**src/rtl/issp_cmd_queue_if.sv**
```systemverilog
// ---------------------------------------------------------------------------
// issp_cmd_queue_if
// Bundles the host-side byte-write bus, the result FIFO read port, the status
// outputs and the ISSP bit-engine handshake of issp_cmd_queue.
//
// Handshake semantics (host and engine):
//   wr_en     : single-cycle strobe, qualifies wr_sel/wr_data for one cycle.
//   res_pop   : single-cycle strobe, drops the result head when res_valid=1,
//               ignored otherwise.
//   eng_start : single-cycle pulse from the queue; eng_cmd/eng_vec/eng_mask
//               are valid on that cycle and held until the next start.
//   eng_done  : single-cycle pulse from the engine; eng_result is sampled on
//               that cycle only, and only while a command is outstanding.
//
// Modports
//   master : host + engine side (testbench / surrounding logic)
//   slave  : the queue itself
// ---------------------------------------------------------------------------
interface issp_cmd_queue_if #(
    parameter int DEPTH_LOG2 = 3,
    parameter int VEC_W      = 22,
    parameter int CMD_W      = 3
);
    // host write bus
    logic                  wr_en;
    logic [2:0]            wr_sel;
    logic [7:0]            wr_data;
    // result FIFO read port
    logic                  res_pop;
    logic [VEC_W-1:0]      res_vec;
    logic                  res_valid;
    // status
    logic [DEPTH_LOG2:0]   cmd_count;
    logic [DEPTH_LOG2:0]   res_count;
    logic                  ovf;
    logic                  busy;
    logic [1:0]            dbg_state;
    // engine handshake
    logic [CMD_W-1:0]      eng_cmd;
    logic [VEC_W-1:0]      eng_vec;
    logic [VEC_W-1:0]      eng_mask;
    logic                  eng_start;
    logic                  eng_done;
    logic [VEC_W-1:0]      eng_result;

    modport master (
        output wr_en, wr_sel, wr_data, res_pop, eng_done, eng_result,
        input  res_vec, res_valid, cmd_count, res_count, ovf, busy, dbg_state,
               eng_cmd, eng_vec, eng_mask, eng_start
    );

    modport slave (
        input  wr_en, wr_sel, wr_data, res_pop, eng_done, eng_result,
        output res_vec, res_valid, cmd_count, res_count, ovf, busy, dbg_state,
               eng_cmd, eng_vec, eng_mask, eng_start
    );
endinterface

```
**src/rtl/issp_cmd_queue.sv**
```systemverilog
// ---------------------------------------------------------------------------
// issp_cmd_queue
// Command/vector queue in front of the M8C ISSP bit engine. The host stages a
// vector and a receive mask byte by byte, then pushes {cmd, vec, mask} into a
// command FIFO. A dispatch FSM hands one entry at a time to the engine and
// stores SENDVEC read-back vectors (non-zero mask) in a result FIFO.
//
// Ports
//   osc    : clock, all logic on posedge
//   rst_n  : asynchronous active-low reset
//   bus    : issp_cmd_queue_if.slave
//              wr_en/wr_sel/wr_data : host byte writes
//                sel 0 push cmd, 1..3 vec lo/med/hi, 4..6 mask lo/med/hi,
//                sel 7 ctrl ([0] flush, [1] clear ovf)
//              res_pop/res_vec/res_valid/res_count : result FIFO
//              cmd_count/ovf/busy/dbg_state        : status
//              eng_cmd/eng_vec/eng_mask/eng_start/eng_done/eng_result : engine
// ---------------------------------------------------------------------------
module issp_cmd_queue #(
    parameter int DEPTH_LOG2 = 3,
    parameter int VEC_W      = 22,
    parameter int CMD_W      = 3
) (
    input  logic             osc,
    input  logic             rst_n,
    issp_cmd_queue_if.slave  bus
);
    localparam int DEPTH = 1 << DEPTH_LOG2;
    localparam int ENT_W = CMD_W + 2 * VEC_W;

    localparam logic [DEPTH_LOG2:0]   FULL_CNT    = (DEPTH_LOG2 + 1)'(DEPTH);
    localparam logic [DEPTH_LOG2:0]   CNT_ONE     = (DEPTH_LOG2 + 1)'(1);
    localparam logic [DEPTH_LOG2-1:0] PTR_ONE     = DEPTH_LOG2'(1);
    localparam logic [CMD_W-1:0]      CMD_SENDVEC = CMD_W'(3);

    typedef enum logic [1:0] {
        S_IDLE   = 2'd0,
        S_ISSUE  = 2'd1,
        S_WAIT   = 2'd2,
        S_RESULT = 2'd3
    } state_t;

    state_t state, next_state;

    // -----------------------------------------------------------------------
    // Host write decode
    // -----------------------------------------------------------------------
    logic host_push, host_ctrl, flush, clr_ovf;

    assign host_push = bus.wr_en && (bus.wr_sel == 3'd0);
    assign host_ctrl = bus.wr_en && (bus.wr_sel == 3'd7);
    assign flush     = host_ctrl && bus.wr_data[0];
    assign clr_ovf   = host_ctrl && bus.wr_data[1];

    // -----------------------------------------------------------------------
    // Staging registers: persist across pushes so a run of commands can
    // share one vector/mask.
    // -----------------------------------------------------------------------
    logic [VEC_W-1:0] vec_q, mask_q;

    always_ff @(posedge osc or negedge rst_n) begin
        if (!rst_n) begin
            vec_q  <= '0;
            mask_q <= '0;
        end else if (bus.wr_en) begin
            case (bus.wr_sel)
                3'd1: vec_q[7:0]         <= bus.wr_data;
                3'd2: vec_q[15:8]        <= bus.wr_data;
                3'd3: vec_q[VEC_W-1:16]  <= bus.wr_data[VEC_W-17:0];
                3'd4: mask_q[7:0]        <= bus.wr_data;
                3'd5: mask_q[15:8]       <= bus.wr_data;
                3'd6: mask_q[VEC_W-1:16] <= bus.wr_data[VEC_W-17:0];
                default: ;
            endcase
        end
    end

    // -----------------------------------------------------------------------
    // Command FIFO
    // -----------------------------------------------------------------------
    logic [ENT_W-1:0]      cmd_mem [DEPTH];
    logic [DEPTH_LOG2-1:0] cmd_wr_ptr, cmd_rd_ptr;
    logic [DEPTH_LOG2:0]   cmd_cnt;
    logic                  cmd_full, cmd_empty, cmd_push_ok, cmd_pop;
    logic [ENT_W-1:0]      cmd_head;
    logic [CMD_W-1:0]      head_cmd;
    logic [VEC_W-1:0]      head_vec, head_mask;
    logic                  ovf_q;

    assign cmd_full    = (cmd_cnt == FULL_CNT);
    assign cmd_empty   = (cmd_cnt == '0);
    // Full is judged on the pre-edge count, so a same-cycle pop never makes
    // room for a push. Flush takes priority over a coincident push.
    assign cmd_push_ok = host_push && !cmd_full && !flush;
    assign cmd_head    = cmd_mem[cmd_rd_ptr];
    assign head_cmd    = cmd_head[ENT_W-1 -: CMD_W];
    assign head_vec    = cmd_head[2*VEC_W-1 -: VEC_W];
    assign head_mask   = cmd_head[VEC_W-1:0];

    always_ff @(posedge osc) begin
        if (cmd_push_ok)
            cmd_mem[cmd_wr_ptr] <= {bus.wr_data[CMD_W-1:0], vec_q, mask_q};
    end

    always_ff @(posedge osc or negedge rst_n) begin
        if (!rst_n) begin
            cmd_wr_ptr <= '0;
            cmd_rd_ptr <= '0;
            cmd_cnt    <= '0;
        end else if (flush) begin
            cmd_wr_ptr <= '0;
            cmd_rd_ptr <= '0;
            cmd_cnt    <= '0;
        end else begin
            if (cmd_push_ok) cmd_wr_ptr <= cmd_wr_ptr + PTR_ONE;
            if (cmd_pop)     cmd_rd_ptr <= cmd_rd_ptr + PTR_ONE;
            case ({cmd_push_ok, cmd_pop})
                2'b10:   cmd_cnt <= cmd_cnt + CNT_ONE;
                2'b01:   cmd_cnt <= cmd_cnt - CNT_ONE;
                default: cmd_cnt <= cmd_cnt;
            endcase
        end
    end

    // Sticky overflow; a new drop in the same cycle as a clear keeps it set.
    always_ff @(posedge osc or negedge rst_n) begin
        if (!rst_n)                    ovf_q <= 1'b0;
        else if (host_push && cmd_full) ovf_q <= 1'b1;
        else if (clr_ovf)              ovf_q <= 1'b0;
    end

    // -----------------------------------------------------------------------
    // Result FIFO
    // -----------------------------------------------------------------------
    logic [VEC_W-1:0]      res_mem [DEPTH];
    logic [DEPTH_LOG2-1:0] res_wr_ptr, res_rd_ptr;
    logic [DEPTH_LOG2:0]   res_cnt;
    logic                  res_full, res_empty, res_pop_ok, res_push;
    logic [VEC_W-1:0]      res_data_q;

    assign res_full   = (res_cnt == FULL_CNT);
    assign res_empty  = (res_cnt == '0);
    assign res_pop_ok = bus.res_pop && !res_empty;

    always_ff @(posedge osc) begin
        if (res_push)
            res_mem[res_wr_ptr] <= res_data_q;
    end

    always_ff @(posedge osc or negedge rst_n) begin
        if (!rst_n) begin
            res_wr_ptr <= '0;
            res_rd_ptr <= '0;
            res_cnt    <= '0;
        end else if (flush) begin
            res_wr_ptr <= '0;
            res_rd_ptr <= '0;
            res_cnt    <= '0;
        end else begin
            if (res_push)   res_wr_ptr <= res_wr_ptr + PTR_ONE;
            if (res_pop_ok) res_rd_ptr <= res_rd_ptr + PTR_ONE;
            case ({res_push, res_pop_ok})
                2'b10:   res_cnt <= res_cnt + CNT_ONE;
                2'b01:   res_cnt <= res_cnt - CNT_ONE;
                default: res_cnt <= res_cnt;
            endcase
        end
    end

    // -----------------------------------------------------------------------
    // Dispatch FSM
    // -----------------------------------------------------------------------
    logic [CMD_W-1:0] eng_cmd_q;
    logic [VEC_W-1:0] eng_vec_q, eng_mask_q;
    logic             keep_q, discard_q, keep_eff;
    logic             load_eng, capture, eng_start;

    // A flush anywhere between issue and result push throws the result away.
    assign keep_eff = keep_q && !discard_q && !flush;

    always_ff @(posedge osc or negedge rst_n) begin
        if (!rst_n) state <= S_IDLE;
        else        state <= next_state;
    end

    always_comb begin
        next_state = state;
        eng_start  = 1'b0;
        cmd_pop    = 1'b0;
        res_push   = 1'b0;
        load_eng   = 1'b0;
        capture    = 1'b0;
        case (state)
            S_IDLE: begin
                // The head is latched here so it is stable for the whole
                // ISSUE/WAIT window. Skip if a flush is emptying the FIFO.
                if (!cmd_empty && !flush) begin
                    load_eng   = 1'b1;
                    next_state = S_ISSUE;
                end
            end
            S_ISSUE: begin
                eng_start  = 1'b1;
                cmd_pop    = 1'b1;
                next_state = S_WAIT;
            end
            S_WAIT: begin
                if (bus.eng_done) begin
                    capture    = 1'b1;
                    next_state = S_RESULT;
                end
            end
            S_RESULT: begin
                // Stall rather than drop when the result FIFO is full.
                if (!(keep_eff && res_full)) begin
                    res_push   = keep_eff;
                    next_state = S_IDLE;
                end
            end
            default: next_state = S_IDLE;
        endcase
    end

    always_ff @(posedge osc or negedge rst_n) begin
        if (!rst_n) begin
            eng_cmd_q  <= '0;
            eng_vec_q  <= '0;
            eng_mask_q <= '0;
            keep_q     <= 1'b0;
            res_data_q <= '0;
            discard_q  <= 1'b0;
        end else begin
            if (load_eng) begin
                eng_cmd_q  <= head_cmd;
                eng_vec_q  <= head_vec;
                eng_mask_q <= head_mask;
            end
            if (capture) begin
                res_data_q <= bus.eng_result;
                keep_q     <= (eng_cmd_q == CMD_SENDVEC) && (eng_mask_q != '0);
            end
            if (state == S_RESULT && next_state == S_IDLE)
                discard_q <= 1'b0;
            else if (flush && state != S_IDLE)
                discard_q <= 1'b1;
        end
    end

    // -----------------------------------------------------------------------
    // Outputs
    // -----------------------------------------------------------------------
    assign bus.res_vec   = res_empty ? '0 : res_mem[res_rd_ptr];
    assign bus.res_valid = !res_empty;
    assign bus.cmd_count = cmd_cnt;
    assign bus.res_count = res_cnt;
    assign bus.ovf       = ovf_q;
    assign bus.busy      = (state != S_IDLE) || !cmd_empty;
    assign bus.dbg_state = state;
    assign bus.eng_cmd   = eng_cmd_q;
    assign bus.eng_vec   = eng_vec_q;
    assign bus.eng_mask  = eng_mask_q;
    assign bus.eng_start = eng_start;

endmodule

```
**src/flat_wrapper.sv**
```systemverilog
// flat-port wrapper written by rule: the top's interface ports become plain ports
module issp_cmd_queue_flat 
#(
    parameter int DEPTH_LOG2 = 3,
    parameter int VEC_W      = 22,
    parameter int CMD_W      = 3
)
  (osc, rst_n, bus_wr_en, bus_wr_sel, bus_wr_data, bus_res_pop, bus_eng_done, bus_eng_result, bus_res_vec, bus_res_valid, bus_cmd_count, bus_res_count, bus_ovf, bus_busy, bus_dbg_state, bus_eng_cmd, bus_eng_vec, bus_eng_mask, bus_eng_start);
  issp_cmd_queue_if #(.DEPTH_LOG2(DEPTH_LOG2), .VEC_W(VEC_W), .CMD_W(CMD_W)) bus_i ();
  input  logic osc;
  input  logic rst_n;
  input wire logic [$bits(bus_i.wr_en)-1:0] bus_wr_en;
  input wire logic [$bits(bus_i.wr_sel)-1:0] bus_wr_sel;
  input wire logic [$bits(bus_i.wr_data)-1:0] bus_wr_data;
  input wire logic [$bits(bus_i.res_pop)-1:0] bus_res_pop;
  input wire logic [$bits(bus_i.eng_done)-1:0] bus_eng_done;
  input wire logic [$bits(bus_i.eng_result)-1:0] bus_eng_result;
  output wire logic [$bits(bus_i.res_vec)-1:0] bus_res_vec;
  output wire logic [$bits(bus_i.res_valid)-1:0] bus_res_valid;
  output wire logic [$bits(bus_i.cmd_count)-1:0] bus_cmd_count;
  output wire logic [$bits(bus_i.res_count)-1:0] bus_res_count;
  output wire logic [$bits(bus_i.ovf)-1:0] bus_ovf;
  output wire logic [$bits(bus_i.busy)-1:0] bus_busy;
  output wire logic [$bits(bus_i.dbg_state)-1:0] bus_dbg_state;
  output wire logic [$bits(bus_i.eng_cmd)-1:0] bus_eng_cmd;
  output wire logic [$bits(bus_i.eng_vec)-1:0] bus_eng_vec;
  output wire logic [$bits(bus_i.eng_mask)-1:0] bus_eng_mask;
  output wire logic [$bits(bus_i.eng_start)-1:0] bus_eng_start;
  assign bus_i.wr_en = bus_wr_en;
  assign bus_i.wr_sel = bus_wr_sel;
  assign bus_i.wr_data = bus_wr_data;
  assign bus_i.res_pop = bus_res_pop;
  assign bus_i.eng_done = bus_eng_done;
  assign bus_i.eng_result = bus_eng_result;
  assign bus_res_vec = bus_i.res_vec;
  assign bus_res_valid = bus_i.res_valid;
  assign bus_cmd_count = bus_i.cmd_count;
  assign bus_res_count = bus_i.res_count;
  assign bus_ovf = bus_i.ovf;
  assign bus_busy = bus_i.busy;
  assign bus_dbg_state = bus_i.dbg_state;
  assign bus_eng_cmd = bus_i.eng_cmd;
  assign bus_eng_vec = bus_i.eng_vec;
  assign bus_eng_mask = bus_i.eng_mask;
  assign bus_eng_start = bus_i.eng_start;
  issp_cmd_queue #(.DEPTH_LOG2(DEPTH_LOG2), .VEC_W(VEC_W), .CMD_W(CMD_W)) u_core (.osc(osc), .rst_n(rst_n), .bus(bus_i));
endmodule
```
**config.mk**
```make
export PLATFORM = sky130hd
export DESIGN_NAME = issp_cmd_queue_flat
export DESIGN_NICKNAME = d
export VERILOG_FILES = /design/src/rtl/issp_cmd_queue_if.sv /design/src/rtl/issp_cmd_queue.sv /design/src/flat_wrapper.sv
export SDC_FILE = /design/constraint.sdc
export NUM_CORES = 1
export LEC_CHECK = 0
export ABC_AREA = 1
export CORE_MARGIN = 2
export CORE_UTILIZATION = 40
export DETAILED_ROUTE_END_ITERATION = 7
export HOLD_SLACK_MARGIN = 0.06
export SLEW_MARGIN = 10
export SYNTH_ARGS = -nofsm -noshare
export SYNTH_HDL_FRONTEND = slang
export SYNTH_SLANG_ARGS = --single-unit
```
**constraint.sdc**
```tcl
create_clock -name osc -period 4.05 [get_ports osc]
set_clock_uncertainty 0.15 [all_clocks]
set_input_delay 0.81 -clock osc [delete_from_list [all_inputs] [get_ports osc]]
set_output_delay 0.81 -clock osc [all_outputs]
set_load 0.005 [all_outputs]
```
## Yosys cells after proc, flatten, opt, wreduce, memory -nomap -nowiden

Memory sizes are Yosys's and may differ from the RTL's. A register that Yosys moved wholly into a read port is not among the register bits.
Index checks and enable logic that the tools add are counted.

| cells by class | value |
|---|---|
| $add $sub $neg | 8 |
| eq/ne operators | 17 |
| mux-type cells | 32 |
| reduce and logical (&&, ||, !) cells | 43 |

Operators with widths:

| operator | number |
|---|---|
| two-way mux 3 bit | 8 |
| two-way mux 22 bit | 1 |
| nonzero test 22 bit | 1 |
| case mux 4 bit (2 select lines) | 2 |
| logical AND 1 bit | 15 |
| two-way mux 1 bit | 15 |
| nonzero test 2 bit | 7 |
| adder 3 x 1 -> 3 bit, second input constant | 4 |
| equality test 3 bit, second input constant | 4 |
| AND reduction 2 bit | 6 |
| equality test 3 x 2 -> 1 bit, second input constant | 3 |
| adder 4 x 1 -> 4 bit, second input constant | 2 |
| equality test 2 bit, second input constant | 4 |
| equality test 4 bit, second input constant | 2 |
| logical NOT 4 bit | 2 |
| two-way mux 4 bit | 2 |
| case mux 2 bit (4 select lines) | 1 |
| subtractor 4 x 1 -> 4 bit, second input constant | 2 |
| equality test 2 x 1 -> 1 bit, second input constant | 3 |
| logical NOT 1 bit | 6 |
| two-way mux 2 bit | 3 |
| nonzero test 3 bit | 2 |
| logical NOT 2 bit | 2 |
| equality test 3 x 1 -> 1 bit, second input constant | 1 |
| other kinds (2) | 2 |

| word-level totals | value |
|---|---|
| register bits after elaboration | 91 |
| bits in writable memories | 552 |
| input bits | 38 |
| output and inout bits | 83 |
| logic and storage cells | 119 |
| memories | 2 |

Memories:

| name | depth | bits a word | rd ports | clocked after Yosys merged registers in | write ports | RTL line | text |
|---|---|---|---|---|---|---|---|
| u_core.cmd_mem | 8 | 47 | 1 | 1 | 1 | issp_cmd_queue.sv:81 | `logic [ENT_W-1:0] cmd_mem [DEPTH];` |
| u_core.res_mem | 8 | 22 | 1 | 0 | 1 | issp_cmd_queue.sv:135 | `logic [VEC_W-1:0] res_mem [DEPTH];` |

## Depth between registers and ports, before layout

Gate-level depths: netlist of run 1.

| depth | value |
|---|---|
| word-level depth | 11 |
| gate-level depth with buffers | 16 |
| gate-level depth less buffers | 16 |

## Worst setup path before layout of run 1

No wires, ideal clock.

| timing | value |
|---|---|
| path type | input to register |
| start point | input port bus_wr_sel[1] |
| end point | memory u_core.cmd_mem[1][0] (netlist bit), enable pin |
| library setup time | 0.452 ns |
| arrival | 3.317 ns |
| required time | 3.448 ns |
| setup slack | 0.132 ns |
| stages | 7 |
| path buffers | 0 |
| cell sequence | inv_1 > nand2_1 > nor2_1 > nand2_1 > inv_1 > nand2_1 > nor2_1 |

| on the way | value |
|---|---|
| cells in the longest elaborated chain, start to end | 7 |
| elaborated cells on any way between the ends | 10 |

Ends and longest elaborated chain:

| element | RTL line | text |
|---|---|---|
| start: declaration | flat_wrapper.sv:13 | `input wire logic [$bits(bus_i.wr_sel)-1:0] bus_wr_sel;` |
| equality test 3 bit | issp_cmd_queue.sv:51 | `assign host_ctrl = bus.wr_en && (bus.wr_sel == 3'd7);` |
| logical AND 1 bit | issp_cmd_queue.sv:51 |  |
| logical AND 1 bit | issp_cmd_queue.sv:52 | `assign flush = host_ctrl && bus.wr_data[0];` |
| logical NOT 1 bit | issp_cmd_queue.sv:94 | `assign cmd_push_ok = host_push && !cmd_full && !flush;` |
| logical AND 1 bit (*) | issp_cmd_queue.sv:94 |  |
| two-way mux 1 bit (*) | issp_cmd_queue.sv:101 | `if (cmd_push_ok)` |
| two-way mux 1 bit (not written as such) (*) | issp_cmd_queue.sv:102 | `cmd_mem[cmd_wr_ptr] <= {bus.wr_data[CMD_W-1:0], vec_q, mask_q};` |
| end: declaration | issp_cmd_queue.sv:81 |  |

Every way passes the cells marked *; elsewhere a longest branch is shown, timed or not.

## Worst setup path in the final report of run 1

| timing | value |
|---|---|
| start point | register u_core.res_rd_ptr[1] |
| end point | output port bus_res_vec[16] |

| on the way | value |
|---|---|
| cells in the longest elaborated chain, start to end | 2 |

Ends and longest elaborated chain:

| element | RTL line | text |
|---|---|---|
| start: declaration | issp_cmd_queue.sv:136 | `logic [DEPTH_LOG2-1:0] res_wr_ptr, res_rd_ptr;` |
| start signal: assignment | issp_cmd_queue.sv:161 | `if (res_pop_ok) res_rd_ptr <= res_rd_ptr + PTR_ONE;` |
| memory read (8 x 22 bit) | - |  |
| two-way mux 22 bit | issp_cmd_queue.sv:252 | `assign bus.res_vec = res_empty ? '0 : res_mem[res_rd_ptr];` |
| end: declaration | flat_wrapper.sv:18 | `output wire logic [$bits(bus_i.res_vec)-1:0] bus_res_vec;` |

No other way between the ends.

==> impl_metrics.json, run 1 <==
{
  "status": "finished clean",
  "drc": 0,
  "finalHoldViolCount": 0,
  "relSlewSlack_pct": 29.7,
  "die_h_um": 268,
  "layout.nets": 2431,
  "clkTransAtPathRegs_ns": 0.06,
  "grt_pass1_wl_um": 101000,
  "yosysUniqueCellTypes": 39,
  "synth_cells": 2261,
  "dp_cells": 3236,
  "cp-startpoint": "u_core.res_rd_ptr[1]$_DFFE_PN0P_",
  "hold_class": "input port to async pin",
  "pin_count": 121,
  "r2r_cells": 12,
  "finalCriticalPeriod_ns": 3.66,
  "globalplace.congestion": 0.774,
  "cts_setup_buffers": 0,
  "cellLeakagePower_nw": 12.3,
  "synthesis.nets": 2311,
  "syn_area_per_cell_um2": 12.3,
  "regToRegEndpoint": "u_core.bus.res_count[2]$_DFFE_PN0P_",
  "yosys-top-cells-area": "edfxtp_1 (59%), dfrtp_1 (12%), nand2_1 (4.9%)",
  "synth_edf_count": 552,
  "synth.largest_area_cell": "edfxtp_1",
  "cts_tree": "done",
  "drive_above_1_share_pct": 10.1,
  "r2r_slack_ns": 1.03,
  "start_kind": "flip-flop",
  "routed_wl_um": 66200,
  "ant_nets": 0,
  "syn_to_final_growth_pct": 17.3,
  "cp_max_fo": 25,
  "endpoint_kind": "output pin",
  "reg2reg_from": "u_core.bus.res_count[1]$_DFFE_PN0P_",
  "die_w_um": 268,
  "fmax_mhz": 273,
  "setup-tns-final_ns": 0,
  "path_cells": "buf_4 > o21ai_0 > o22ai_1 > nor2_1 > nor2_1 > clkdlybuf4s50_1",
  "critical_path_arrival_ns": 2.70,
  "grt_max_degree": 102,
  "critical_path.most_common_cell": "nor2_1",
  "synth.most_common_cell": "edfxtp_1",
  "yosys_warnings": 0,
  "ys.flop_type": "edfxtp_1",
  "vias": 17200,
  "core_area_um2": 68800,
  "synth-seq-cells": 690,
  "slowest_delay_ns": 0.57,
  "hpwlAfterDp_um": 37500,
  "swShare_pct": 33.1,
  "power_mw": 23.0,
  "power_frac_seq_pct": 42.4,
  "cts_made_buffers": 74,
  "synth_seq_area_share_pct": 71.8,
  "port-buffer-count": 120,
  "fin_crit_sh_pct": 90.3,
  "antenna_found_initial": 4,
  "syn_area_um2": 27900,
  "clk_latency_ns": 0.61,
  "p_clk_share_pct": 29.5,
  "p_per_area_nw_per_um2": 704,
  "whs_ns": 0.0786,
  "max-vdd-ir-drop_mv": 0.532,
  "grt_usage_pct": 18.5,
  "grt_pass1_vias": 17000,
  "htree_levels": 3,
  "wire_per_inst_um": 19.6,
  "clock_sinks": 690,
  "crit_slowest_cell": "clkdlybuf4s50_1",
  "rsz0062_at_grt": "no",
  "gr-total-overflow": 0,
  "root_buffer": "clkbuf_16",
  "p_switching_mw": 7.62,
  "setup_viol": 0,
  "synth_top_cell_area_share_pct": 59.4,
  "drt_iter0_markers": 1395,
  "max-cap-violations": 0,
  "rows": 96,
  "ys_async_sr_fraction_pct": 20.0,
  "start_util_pct": 40.5,
  "dieArea_um2": 71900,
  "clock_path_buffers": 3,
  "worstMarginPinSlew_ns": 1.05,
  "path_class": "flip-flop to output pin",
  "cp.required_ns": 3.09,
  "num_antenna_cells": 0,
  "maxSlewViolCount": 0,
  "synth_top_cells_by_count": "edfxtp_1 (552), nand2_1 (365), inv_1 (231)",
  "final_cells": 3374,
  "first_pass_iters": 5,
  "internal_power_mw": 15.4,
  "vias_per_cell": 5.09,
  "p_comb_share_pct": 28.1
}
-- cell usage in the layout, fill, tap and decap left out, types with 8 or more instances in the layout --
cell	n
nor2_4	10
o21ai_0	184
clkinv_2	17
nand3_1	127
nor2_1	180
a21oi_1	53
clkbuf_16	75
dfrtp_1	134
edfxtp_1	552
clkbuf_1	19
mux2_2	14
ha_1	11
nand2_1	365
mux2_1	8
o22ai_1	23
buf_4	36
clkbuf_8	10
nor2_2	8
inv_1	230
nand3_2	32
buf_12	15
clkdlybuf4s50_1	119
o211ai_1	163
-- power by group through the flow --
stage               Combinational [mW]  Sequential [mW]  Clock (mW)
floorplan                         4.35             9.42           0
global placement                  6.39             9.86           0
detailed placement                6.54             9.92           0
CTS                               6.57             9.78        6.95
global route                      7.21             9.91        7.23
finish                            6.47             9.77        6.80
-- metrics by stage --
stage	utilization, %	area [µm²]	setup slack, ns
floorplan	-	27900	0.132
global route	47.5	32700	0.209
global placement	43.9	30200	0.658
detailed placement	43.9	30200	0.608
CTS	47.5	32700	0.0961
finish	47.5	32700	0.393
-- what timing repair did --
item / CTS / global route
hold endpoints to repair: 0 / 0
setup endpoints to repair: 0 / 9
hold buffers: 0 / 0
resized for setup: 0 / 1
-- state kept, by name (all words and copies together) (netlist names) --
| name | cells |
|---|---|
| u_core.bus.ovf | 1 |
| u_core.res_rd_ptr | 3 |
| u_core.mask_q | 22 |
| u_core.vec_q | 22 |
| u_core.res_wr_ptr | 3 |
| u_core.bus.eng_vec | 22 |
| u_core.cmd_mem | 376 |
| u_core.bus.cmd_count | 4 |
| u_core.bus.eng_cmd | 3 |
| u_core.bus.eng_mask | 22 |
| u_core.keep_q | 1 |
| u_core.cmd_rd_ptr | 3 |
| u_core.cmd_wr_ptr | 3 |
| u_core.discard_q | 1 |
| u_core.bus.res_count | 4 |
| u_core.res_mem | 176 |
| u_core.res_data_q | 22 |
| u_core.bus.dbg_state | 2 |
-- per-layer routing --
layer / global-route usage [%] / vias to the layer above / share of wire, %
li1: - / 8143 / -
met5: 0 / - / 0.051
met1: 24.7 / 8470 / 44
met4: 6.15 / 6 / 2.6
met3: 3.15 / 130 / 5.1
met2: 30.7 / 423 / 49
-- critical path: cells and delay by family, from the launching register on --
family                 cells  cell delay (ns)
AND/OR/NAND/NOR            2             0.37
AO/OA/AOI/OAI              2             0.33
buffers and inverters      2             0.91
flip-flops                 1             0.49
-- worst max path at each step --
stage	end	slack (ns)	cells after the start
after CTS	bus_res_vec[12]	0.1	6
after floorplan	u_core.cmd_mem[1][0]$_DFFE_PP_	0.13	7
final	bus_res_vec[16]	0.39	6
after detailed placement	u_core.cmd_mem[4][31]$_DFFE_PP_	0.61	9
after global placement	u_core.bus.cmd_count[3]$_DFFE_PN0P_	0.66	12
after global routing	bus_res_vec[17]	0.21	7
-- cell families (layout without fill, tap and decap cells) --
group	Yosys count	in the layout	share of synthesized area, %
flops	690	690	71.8
fa+ha+maj	12	12	0.565
mux	22	22	0.888
xor+xnor	8	8	0.251
simple gates	733	733	11.4
buf+inv	365	547	5.76
compound gates	431	431	9.36
-- final cells by class --
| class | instances | area (µm²) |
|---|---|---|
| Fill cell | 5985 | 36100 |
| Sequential cell | 690 | 20000 |
| Multi-Input combinational cell | 1206 | 6340 |
| Clock buffer | 104 | 2090 |
| Timing Repair Buffer | 171 | 1770 |
| Tap cell | 931 | 1160 |
| Inverter | 238 | 895 |
| Clock inverter | 34 | 418 |
Note: power is estimated with default switching activity, not from simulation.
==> inputs of run 2 (changes only) <==
--- a/config.mk
+++ b/config.mk
@@ -10,6 +10,7 @@
 export CORE_UTILIZATION = 40
 export DETAILED_ROUTE_END_ITERATION = 7
 export HOLD_SLACK_MARGIN = 0.06
+export SETUP_SLACK_MARGIN = 0.15
 export SLEW_MARGIN = 10
 export SYNTH_ARGS = -nofsm -noshare
 export SYNTH_HDL_FRONTEND = slang
==> impl_metrics.json, run 2 (synthesis gave the netlist of run 1 again) <==
{
  "dpl_cell_area_um2": 30100,
  "max-cap-violations": 0,
  "globalplace.congestion": 0.790,
  "layout.nets": 2429,
  "critPathBufInv": 3,
  "grt_pass1_wl_um": 100000,
  "worstMarginPinSlew_ns": 1.21,
  "path_class": "flip-flop to output pin",
  "drc": 0,
  "setup-tns-final_ns": 0,
  "grt_usage_pct": 18.3,
  "finalHoldViolCount": 0,
  "fmax_mhz": 272,
  "first_pass_iters": 5,
  "gr-total-overflow": 0,
  "crit_slowest_cell": "clkdlybuf4s50_1",
  "rows": 96,
  "max-vdd-ir-drop_mv": 0.438,
  "vias": 17100,
  "die_h_um": 268,
  "postCtsResizedCells": 0,
  "clkTransAtPathRegs_ns": 0.06,
  "postLayoutCellArea_um2": 32700,
  "ant_nets": 0,
  "finalCriticalPeriod_ns": 3.68,
  "drive_above_1_share_pct": 9.83,
  "cp_top_family": "buffers and inverters",
  "cts_setup_buffers": 0,
  "die_w_um": 268,
  "slowest_delay_ns": 0.55,
  "setup_slack_ns": 0.369,
  "dp_slack_ns": 0.525,
  "root_buffer": "clkbuf_16",
  "path_cells": "inv_1 > buf_4 > o21ai_0 > o22ai_1 > nor2_1 > nor2_1 > clkdlybuf4s50_1",
  "hold_class": "input port to async pin",
  "antenna_found_initial": 1,
  "fin_crit_sh_pct": 90.9,
  "layout_common_cells": "edfxtp_1 (552), nand2_1 (365), inv_1 (230)",
  "largest_reg_flops": 376,
  "fin_util_pct": 47.5,
  "p_per_area_nw_per_um2": 703,
  "start_util_pct": 40.5,
  "relSlewSlack_pct": 19.5,
  "drt_iter0_markers": 1508,
  "cellLeakagePower_nw": 12.3,
  "clk_latency_ns": 0.62,
  "maxSlewViolCount": 0,
  "grt_pass1_vias": 16800,
  "htree_levels": 3,
  "dieArea_um2": 71900,
  "cp.required_ns": 3.09,
  "core_area_um2": 68800,
  "port-buffer-count": 120,
  "routed_wl_um": 64500,
  "rsz0062_at_grt": "no",
  "top_regs": "u_core.cmd_mem (376), u_core.res_mem (176)",
  "start_kind": "flip-flop",
  "cp_max_fo": 12,
  "setup_viol": 0,
  "endpoint_kind": "output pin",
  "syn_to_final_growth_pct": 17.1,
  "cts_tree": "done",
  "pin_count": 121,
  "wire_per_inst_um": 19.1,
  "clock_path_buffers": 3,
  "hold_buffers": 0,
  "whs_ns": 0.0619,
  "regMostFlops": "u_core.cmd_mem",
  "final_common_cell": "edfxtp_1",
  "clock_sinks": 690,
  "hpwlAfterDp_um": 36700,
  "status": "finished clean",
  "vias_per_cell": 5.08,
  "cts_made_buffers": 75,
  "critical_path_arrival_ns": 2.72,
  "grt_max_degree": 108,
  "critical_path.most_common_cell": "nor2_1"
}
## run 2: changes by cell type in the layout (fill, tap and decap cells not counted), sizes merged
cell	before	now
clkinv	27	20
bufinv	6	5
inv	237	240
diode	0	1
clkbuf	104	111
clkinvlp	2	1
buf	52	49
## run 2: stage by stage
stage          instances  power [mW]
3_5_place_dp        3233        16.3
2_1_floorplan       2261        13.8
5_1_grt             3372        24.3
3_3_place_gp        3233        16.1
6_report            3373        23.0
4_1_cts             3372        23.2
## run 2: path summary, 6_finish.rpt
check,from,endpoint,slack (ns),depth (start not counted)
worst max-delay path,u_core.res_rd_ptr[1]$_DFFE_PN0P_,bus_res_vec[19],0.37,7
worst min-delay path,rst_n,u_core.res_data_q[6]$_DFFE_PN0P_,0.06,1
worst max register to register,u_core.bus.res_count[0]$_DFFE_PN0P_,u_core.bus.res_count[2]$_DFFE_PN0P_,1.31,12
worst min register to register,u_core.keep_q$_DFFE_PN0P_,u_core.keep_q$_DFFE_PN0P_,0.33,2
max in group asynchronous,rst_n,u_core.vec_q[3]$_DFFE_PN0P_,2.75,2
min in group osc,u_core.keep_q$_DFFE_PN0P_,u_core.keep_q$_DFFE_PN0P_,0.33,2
## run 2: cell type report
class	instances	area, µm²
well taps	931	1160
flip-flops and latches	690	20000
multi-input cells	1206	6330
repair buffers	168	1710
fillers	6052	36200
inverters	238	895
clock buffers	111	2150
clock inverters	28	373
diodes	1	2.50
## run 2: worst reg2reg max path: stages (launching register included)
cell	delay, ns
dfrtp_1	0.46
nor2_1	0.09
nand3_1	0.07
buf_4	0.35
nand2_1	0.28
inv_1	0.15
ha_1	0.24
nand2_1	0.09
and2_1	0.17
ha_1	0.17
a21oi_1	0.15
xor2_1	0.17
a21oi_1	0.08
## run 2: layer usage
layer / part of all wire (%) / routed length, µm / track usage [%]
met1: 45 / 29100 / 25.4
met3: 5.0 / 3200 / 3.10
met5: 0.015 / 10 / 0
met4: 1.7 / 1130 / 4.79
met2: 48 / 31100 / 30.1
## run 2: power breakdown
part           internal (mW)  total, mW  switching [mW]
Sequential              8.75       9.73           0.987
Clock                   4.05       6.85            2.80
Combinational           2.61       6.37            3.77
==> inputs of run 3 (changes only) <==
--- a/config.mk
+++ b/config.mk
@@ -7,9 +7,10 @@
 export LEC_CHECK = 0
 export ABC_AREA = 1
 export CORE_MARGIN = 2
-export CORE_UTILIZATION = 40
+export CORE_UTILIZATION = 60
 export DETAILED_ROUTE_END_ITERATION = 7
 export HOLD_SLACK_MARGIN = 0.06
+export PLACE_DENSITY = 0.79
 export SETUP_SLACK_MARGIN = 0.15
 export SLEW_MARGIN = 10
 export SYNTH_ARGS = -nofsm -noshare
==> impl_metrics.json, run 3 (synthesis gave the netlist of run 1 again) <==
{
  "nFillCells": 3020,
  "power_mw": 22.6,
  "clock_sinks": 690,
  "vias_per_cell": 5.88,
  "hpwlAfterDp_um": 35000,
  "status": "finished clean",
  "port-buffer-count": 120,
  "dpl_cell_area_um2": 29700,
  "critical_path_arrival_ns": 2.74,
  "whs_ns": 0.0911,
  "grt_usage_pct": 27.1,
  "setup-tns-final_ns": 0,
  "rows": 79,
  "final_common_cell": "edfxtp_1",
  "vias": 17800,
  "r2r_slack_ns": 1.19,
  "first_pass_iters": 6,
  "setup_slack_ns": 0.352,
  "pin_count": 121,
  "ant_nets": 0,
  "relSlewSlack_pct": 29.3,
  "fmax_mhz": 270,
  "postLayoutCellArea_um2": 32000,
  "grt_pass1_vias": 18000,
  "routed_wl_um": 64000,
  "worstMarginPinSlew_ns": 1.06,
  "clkTransAtPathRegs_ns": 0.06,
  "syn_to_final_growth_pct": 14.8,
  "largest_reg_flops": 376,
  "finalHoldViolCount": 0,
  "globalplace.congestion": 0.778,
  "cts_setup_buffers": 0,
  "maxSlewViolCount": 0,
  "cp-startpoint": "u_core.res_rd_ptr[0]$_DFFE_PN0P_",
  "layout.nets": 2418,
  "die_w_um": 220,
  "rsz0062_at_grt": "no",
  "dp_slack_ns": 0.552,
  "clock_path_buffers": 3,
  "worstSetupEndpoint": "bus_res_vec[14]",
  "drc": 0,
  "grt_pass1_wl_um": 98400,
  "seqCellArea_um2": 20000,
  "grt_max_degree": 113,
  "max-vdd-ir-drop_mv": 0.581,
  "cellLeakagePower_nw": 12.2,
  "slowest_delay_ns": 0.56,
  "htree_levels": 3,
  "cts_tree": "done",
  "max-cap-violations": 0,
  "clk_latency_ns": 0.61,
  "path_class": "flip-flop to output pin",
  "wire_per_inst_um": 21.1,
  "crit_cells": 6,
  "fin_crit_sh_pct": 91.3,
  "hold_buffers": 0,
  "antenna_found_initial": 1,
  "drive_above_1_share_pct": 9.28,
  "critPathBufInv": 2,
  "core_area_um2": 46300,
  "finalCriticalPeriod_ns": 3.70,
  "top_regs": "u_core.cmd_mem (376), u_core.res_mem (176)",
  "layout_common_cells": "edfxtp_1 (552), nand2_1 (365), inv_1 (230)",
  "root_buffer": "clkbuf_16",
  "r2r_cells": 13,
  "drt_iter0_markers": 1781,
  "cts_made_buffers": 69,
  "regToRegEndpoint": "u_core.bus.res_count[2]$_DFFE_PN0P_",
  "multi_input_area_um2": 6330,
  "crit_slowest_cell": "clkdlybuf4s50_1",
  "die_h_um": 220,
  "critical_path.most_common_cell": "nor2_1",
  "path_cells": "buf_6 > o21ai_0 > o22ai_1 > nor2_1 > nor2_1 > clkdlybuf4s50_1",
  "endpoint_kind": "output pin",
  "num_antenna_cells": 0,
  "p_per_area_nw_per_um2": 707,
  "cp_top_family": "buffers and inverters",
  "dieArea_um2": 48200,
  "regMostFlops": "u_core.cmd_mem",
  "reg2reg_from": "u_core.bus.res_count[1]$_DFFE_PN0P_",
  "setup_viol": 0,
  "start_kind": "flip-flop",
  "start_util_pct": 60.3,
  "cp_max_fo": 89,
  "gr-total-overflow": 0,
  "hold_class": "input port to async pin",
  "cp.required_ns": 3.09
}
run 3: cell count changes in the layout (fill, tap and decap cells not counted), sizes merged:
cell and delta:
diode -1, clkbuf -14, clkinv +5, inv -2, clkinvlp -1, buf -5
run 3: layer usage:
layer  global-route usage (%)  vias up  part of all wire (%)
met3                     5.09      166                   7.1
li1                         -     8121                     -
met5                        0        -                 0.020
met1                     32.6     8804                    38
met4                     12.6        2                   3.8
met2                     47.3      724                    51
run 3: final cells by class:
cell class                      instances  area share, %
Timing Repair Buffer                  163           5.25
Clock buffer                           97           6.30
Multi-Input combinational cell       1206           19.8
Clock inverter                         30          0.899
Sequential cell                       690           62.6
Inverter                              238           2.79
Tap cell                              607           2.37
run 3: metrics by stage:
| stage | instances | util (%) |
|---|---|---|
| 6_report | 3031 | 69.2 |
| 3_5_place_dp | 2904 | 64.2 |
| 2_1_floorplan | 2261 | - |
| 3_3_place_gp | 2904 | 64.2 |
| 4_1_cts | 3031 | 69.2 |
| 5_1_grt | 3031 | 69.2 |
run 3: worst min path at each step:
| stage | startpoint | endpoint | slack [ns] | cells past startpoint |
|---|---|---|---|---|
| global route | rst_n | u_core.res_data_q[9]$_DFFE_PN0P_ | 0.19 | 1 |
| CTS | rst_n | u_core.res_data_q[9]$_DFFE_PN0P_ | 0.16 | 1 |
| global placement | u_core.keep_q$_DFFE_PN0P_ | u_core.keep_q$_DFFE_PN0P_ | 0.31 | 2 |
| finish | rst_n | u_core.res_data_q[10]$_DFFE_PN0P_ | 0.09 | 1 |
| floorplan | u_core.keep_q$_DFFE_PN0P_ | u_core.keep_q$_DFFE_PN0P_ | 0.30 | 2 |
| detailed placement | u_core.bus.eng_vec[18]$_DFFE_PN0P_ | u_core.bus.eng_vec[18]$_DFFE_PN0P_ | 0.32 | 2 |
run 3: repair_timing:
item,CTS,global route
endpoints found under the setup margin,0,22
gates resized for setup,0,1
hold endpoints to repair,0,0
run 3: power breakdown:
part / switching [mW] / internal, mW / total, mW
Sequential: 0.957 / 8.74 / 9.70
Clock: 2.60 / 3.81 / 6.41
Combinational: 3.92 / 2.61 / 6.53
Total: 7.47 / 15.2 / 22.6
